===== config.mk =====
export PLATFORM = sky130hd
export DESIGN_NAME = wb_addr_decoder
export DESIGN_NICKNAME = d
export VERILOG_FILES = /design/src/rtl/wb_addr_decoder.sv
export SDC_FILE = /design/constraint.sdc
export NUM_CORES = 1
export LEC_CHECK = 0
export CAP_MARGIN = 20
export CORE_AREA = 4 4 129 131
export CTS_BUF_LIST = sky130_fd_sc_hd__clkbuf_2
export DETAILED_ROUTE_END_ITERATION = 6
export DIE_AREA = 0 0 133 135
export PLACE_DENSITY = 0.6
export SETUP_SLACK_MARGIN = 0.3
export SYNTH_ARGS = -nofsm -noshare
export SYNTH_HDL_FRONTEND = slang
export SYNTH_SLANG_ARGS = --single-unit
export TNS_END_PERCENT = 50

===== constraint.sdc =====
create_clock -name clk -period 1.7 [get_ports clk]
set_input_delay 0.255 -clock clk [delete_from_list [all_inputs] [get_ports clk]]
set_output_delay 0.255 -clock clk [all_outputs]
set_load 0.01 [all_outputs]

===== src/rtl/wb_addr_decoder.sv =====
// wb_addr_decoder
//   Wishbone B4 classic interconnect. One master port is fanned out to NSLV
//   slave ports. Each slave owns the region where (adr & MASK_i) == BASE_i.
//   The request is decoded in IDLE, and the chosen slave stays locked until
//   it acks, the master drops CYC, or the transfer times out.
//   Unmapped addresses and timeouts finish with a one-cycle error response.
//
// State table
//   state     | meaning
//   ST_IDLE   | waiting for CYC&STB, decode the address on request
//   ST_ACTIVE | selected slave strobed, waiting for its ACK
//   ST_ERROR  | one-cycle error response (ERR, or ACK with zero data in legacy mode)
//
// Ports
//   clk, rst          system clock, synchronous active-low reset
//   m_*               master side: address, write data, we, cyc, stb in;
//                     read data, ack, err out
//   s_adr/s_dat_w/s_we broadcast copies of the master signals
//   s_cyc/s_stb       one-hot per-slave cycle/strobe (selected slave only)
//   s_dat_r/s_ack     per-slave read data (slave i at [i*DW +: DW]) and ack
//   err_adr           address of the most recent failed transfer
//   err_valid         sticky error flag, cleared by reset only
module wb_addr_decoder #(
    parameter int                   NSLV       = 4,
    parameter int                   AW         = 32,
    parameter int                   DW         = 32,
    parameter logic [NSLV*AW-1:0]   SLV_BASE   = '0,
    parameter logic [NSLV*AW-1:0]   SLV_MASK   = '0,
    parameter int                   TIMEOUT    = 255,
    parameter bit                   LEGACY_ERR = 1'b0
) (
    input  logic                 clk,
    input  logic                 rst,
    input  logic [AW-1:0]        m_adr,
    input  logic [DW-1:0]        m_dat_w,
    input  logic                 m_we,
    input  logic                 m_cyc,
    input  logic                 m_stb,
    output logic [DW-1:0]        m_dat_r,
    output logic                 m_ack,
    output logic                 m_err,
    output logic [AW-1:0]        s_adr,
    output logic [DW-1:0]        s_dat_w,
    output logic                 s_we,
    output logic [NSLV-1:0]      s_cyc,
    output logic [NSLV-1:0]      s_stb,
    input  logic [NSLV*DW-1:0]   s_dat_r,
    input  logic [NSLV-1:0]      s_ack,
    output logic [AW-1:0]        err_adr,
    output logic                 err_valid
);

    localparam int SW = (NSLV > 1) ? $clog2(NSLV) : 1;
    localparam int TW = $clog2(TIMEOUT + 1);
    localparam logic [TW-1:0] TC_LAST = TW'(TIMEOUT - 1);

    typedef enum logic [1:0] {
        ST_IDLE   = 2'd0,
        ST_ACTIVE = 2'd1,
        ST_ERROR  = 2'd2
    } state_t;

    state_t          state_q, state_d;
    logic [SW-1:0]   sel_q, sel_d;
    logic [TW-1:0]   tcnt_q, tcnt_d;
    logic [AW-1:0]   err_adr_q, err_adr_d;
    logic            err_valid_q, err_valid_d;

    logic            hit_any;
    logic [SW-1:0]   hit_idx;
    logic            req;
    logic            ack_sel;
    logic            tc_hit;

    // Scan from the top index down so that the lowest matching slave is the
    // last assignment and therefore wins on overlapping regions.
    always_comb begin
        hit_any = 1'b0;
        hit_idx = '0;
        for (int i = NSLV - 1; i >= 0; i--) begin
            if ((m_adr & SLV_MASK[i*AW +: AW]) == SLV_BASE[i*AW +: AW]) begin
                hit_any = 1'b1;
                hit_idx = SW'(i);
            end
        end
    end

    assign req     = m_cyc & m_stb;
    assign ack_sel = s_ack[sel_q];
    assign tc_hit  = (tcnt_q == TC_LAST);

    always_ff @(posedge clk) begin
        if (!rst) begin
            state_q     <= ST_IDLE;
            sel_q       <= '0;
            tcnt_q      <= '0;
            err_adr_q   <= '0;
            err_valid_q <= 1'b0;
        end else begin
            state_q     <= state_d;
            sel_q       <= sel_d;
            tcnt_q      <= tcnt_d;
            err_adr_q   <= err_adr_d;
            err_valid_q <= err_valid_d;
        end
    end

    always_comb begin
        state_d     = state_q;
        sel_d       = sel_q;
        tcnt_d      = tcnt_q;
        err_adr_d   = err_adr_q;
        err_valid_d = err_valid_q;
        case (state_q)
            ST_IDLE: begin
                if (req) begin
                    if (hit_any) begin
                        sel_d   = hit_idx;
                        tcnt_d  = '0;
                        state_d = ST_ACTIVE;
                    end else begin
                        err_adr_d = m_adr;
                        state_d   = ST_ERROR;
                    end
                end
            end
            ST_ACTIVE: begin
                // Saturate rather than wrap so a held count can never alias
                // back below the terminal value.
                if (!tc_hit) begin
                    tcnt_d = tcnt_q + 1'b1;
                end
                // Ack beats abort and timeout; abort beats timeout.
                if (ack_sel) begin
                    state_d = ST_IDLE;
                end else if (!m_cyc) begin
                    state_d = ST_IDLE;
                end else if (tc_hit) begin
                    err_adr_d = m_adr;
                    state_d   = ST_ERROR;
                end
            end
            ST_ERROR: begin
                err_valid_d = 1'b1;
                state_d     = ST_IDLE;
            end
            default: begin
                state_d = ST_IDLE;
            end
        endcase
    end

    always_comb begin
        s_cyc   = '0;
        s_stb   = '0;
        m_ack   = 1'b0;
        m_err   = 1'b0;
        m_dat_r = '0;
        case (state_q)
            ST_ACTIVE: begin
                s_cyc[sel_q] = m_cyc;
                s_stb[sel_q] = m_stb;
                m_dat_r      = s_dat_r[sel_q*DW +: DW];
                m_ack        = s_ack[sel_q];
            end
            ST_ERROR: begin
                if (LEGACY_ERR) begin
                    m_ack = 1'b1;
                end else begin
                    m_err = 1'b1;
                end
            end
            default: begin
            end
        endcase
    end

    assign s_adr     = m_adr;
    assign s_dat_w   = m_dat_w;
    assign s_we      = m_we;
    assign err_adr   = err_adr_q;
    assign err_valid = err_valid_q;

endmodule

==> results <==
## cell families (layout without fill, tap and decap cells)
logic type,count (synthesis),in the layout,synth area share
simple gates,134,134,0.259
other cells,1,7,0.00137
fa+ha+maj,2,2,0.00912
buf+inv,93,210,0.254
mux,35,35,0.128
compound gates,13,13,0.0342
flops,43,43,0.314
## synthesized netlist by cell type (all sizes together) (2+ instances only)
| cell | count |
|---|---|
| buf | 77 |
| nand2 | 67 |
| dfxtp | 43 |
| and2 | 36 |
| mux2i | 35 |
| clkbuf | 13 |
| nand3 | 9 |
| a21oi | 3 |
| inv | 3 |
| nand4 | 3 |
| a211oi | 2 |
| ha | 2 |
| nor2 | 2 |
| nor2b | 2 |
| nor4 | 2 |
| or3 | 2 |
| or4 | 2 |
## layout make-up
cell class	instances	share of cell area
inverter	3	0.00240
timing repair buffer	199	0.430
tap	216	0.0577
clock buffer	5	0.00534
multi-input combinational	190	0.300
antenna	1	0.000534
sequential	43	0.195
clock inverter	3	0.00935
## state kept, by name (all words and copies together) (netlist names)
signal	cells
err_valid	1
err_adr	32
state_q	2
tcnt_q	8
## tightest hold or removal path: cells and delay by family
| family | cells | cell delay (ns) |
|---|---|---|
| buffers and inverters | 2 | 0.27 |
| AND/OR/NAND/NOR | 1 | 0.06 |
## where the power goes
group          switching, uW  internal (uW)  leakage [uW]  total (uW)
Combinational            202            334       0.00154         536
Sequential              1.82           1010      0.000367        1010
Clock                    389            249     0.0000429         638
Total                    593           1590       0.00195        2190
## how the worst min path moves through the flow
stage,end,depth (start not counted),start,slack (ns)
after CTS,err_valid,3,rst,0.04
after detailed placement,err_adr[22],2,err_adr[22],0.45
after global routing,err_valid,3,rst,0.07
after global placement,err_adr[1],2,err_adr[1],0.44
final,err_valid,3,rst,0.12
after floorplan,err_adr[0],2,m_adr[0],0.40
## layer usage
metal | share of wire | up-vias
met5 | 0 | -
met4 | 0.018 | 0
met2 | 0.53 | 102
li1 | - | 1220
met1 | 0.37 | 1183
met3 | 0.090 | 18
## through the flow
| step | setup WS [ns] | utilization | setup TNS [ns] | std cells |
|---|---|---|---|---|
| after floorplan | 0.155 | - | 0 | 326 |
| after global placement | -0.213 | 0.268 | -6.39 | 632 |
| after detailed placement | -0.226 | 0.268 | -6.44 | 632 |
| after CTS | -0.243 | 0.287 | -5.68 | 654 |
| after global routing | -0.252 | 0.300 | -7.52 | 660 |
| final | -0.135 | 0.300 | -3.38 | 660 |
## repair_timing
action	CTS	global route
setup endpoints to repair	139	96
cloned	6	3
buffers inserted	8	2
pin swaps	19	31
resized for setup	348	92
==> flow_metrics.py <==
metrics = {
    "finish": {
        "final_cell_mix": "clkdlybuf4s50_1 (67), nand2_1 (66), dfxtp_2 (41), buf_6 (41), and2_4 (36)",
        "nFillCells": 1641,
        "area_growth_pct": 70.7,
        "fin_nets": 645,
        "final_common_cell": "clkdlybuf4s50_1",
        "multiInputGateArea_um2": 1410,
        "register_area_um2": 912,
        "drive_above_1_share": 0.463,
        "fin_area_um2": 4680,
    },
    "placement": {
        "placed_area_um2": 4190,
        "port_buffers": 169,
        "hpwl_um": 6460,
        "gp_congestion": 0.796,
    },
    "global_routing": {
        "met2_usage": 0.155,
        "top_usage_layer": "met2",
        "antenna_found_initial": 1,
        "track_usage": 0.0937,
        "grt.overflow.total": 0,
        "met3_usage": 0.0455,
        "grt_start_max_net_pins": 75,
        "grt_pass1_vias": 2535,
        "grt_pass1_wl_um": 13500,
        "met1_usage": 0.103,
    },
    "floorplan": {
        "io_pins": 341,
        "die_y_um": 135,
        "die-area_um2": 18000,
        "num_rows": 46,
        "fp.coreArea_um2": 15600,
        "die_x_um": 133,
        "start_util": 0.176,
    },
    "timing": {
        "fin_hold_ws_ns": 0.122,
        "rsz0062_at_grt": "yes",
        "slew_violations": 0,
        "timing.final.crit_share": 1.08,
        "layout_setup_ws_ns": -0.135,
        "fin_skew_ns": 0.0262,
        "finalHoldViolations": 0,
        "finalSetupViolations": 35,
        "finalCriticalPeriod_ns": 1.84,
        "clock.fmax_ghz": 0.545,
    },
    "clock_tree": {
        "tritoncts": "built",
        "cts_inserted_buffers": 5,
        "clk_latency_ns": 0.46,
        "cts_buffer_depth": 2,
        "root_buffer": "clkbuf_2",
        "htreeDepth": 2,
        "clk_pin_slew_ns": 0.25,
        "cts_hold_repair.buffers": 0,
        "cts.sinks": 43,
    },
    "setup_path": {
        "cpMaxStageDelayCell": "dfxtp_2",
        "cp.depth": 5,
        "timing.rr.start": "tcnt_q[0]",
        "cp_max_fo": 5,
        "path_buf_inv": 3,
        "crit_chain": "nor2b_4 > buf_12 > clkbuf_16 > and2_4 > buf_6",
        "arrival_ns": 1.58,
        "ff2ff_path_depth": 7,
        "worst_r2r_endpoint": "err_adr[7]",
        "start_kind": "flip-flop",
        "critPathCapture": "m_dat_r[29]",
        "cp-end-kind": "primary output",
        "cp.required_ns": 1.44,
        "r2r_slack_ns": 0.08,
        "crit_type": "flip-flop to primary output",
        "crit_start": "state_q[0]",
        "max_stage_delay_ns": 0.38,
        "path_delay_family": "buffers and inverters",
    },
    "detailed_routing": {
        "ant_nets": 0,
        "via_per_inst": 3.82,
        "vias": 2523,
        "wl_per_cell_um": 14.2,
        "wl_um": 9360,
        "first_iter_violations": 53,
        "drc": 0,
        "dr.pass1.iters": 4,
    },
    "yosys": {
        "ys_warn_count": 0,
        "yosysSeqAreaShare": 0.314,
        "syn_area_um2": 2740,
        "ys_ff_latch": 43,
        "synth_top_cells_by_area": "dfxtp_1 (31%), buf_4 (19%), mux2i_1 (13%)",
        "synth_top_area_cell": "dfxtp_1",
        "synth_cell_types": 44,
        "synth_top_cell_area_share": 0.314,
        "synth_area_per_cell_um2": 8.55,
        "synthCells": 321,
        "synthFlopType": "dfxtp_1",
        "async_reset_ff_frac": 0,
        "synth_edf_count": 0,
    },
    "power": {
        "p_total_uw": 2190,
        "powerDensity_nw_per_um2": 467,
        "leakagePower_uw": 0.00195,
        "ir_drop_uv": 371,
    },
    "run": {
        "max_cap_viol_count": 0,
    },
    "run_status": {
        "violations": "setup timing",
        "status": "finished with violations",
    },
    "hold_path": {
        "hold_class": "primary input to flip-flop",
    },
}
(Power assumes the default switching activity.)
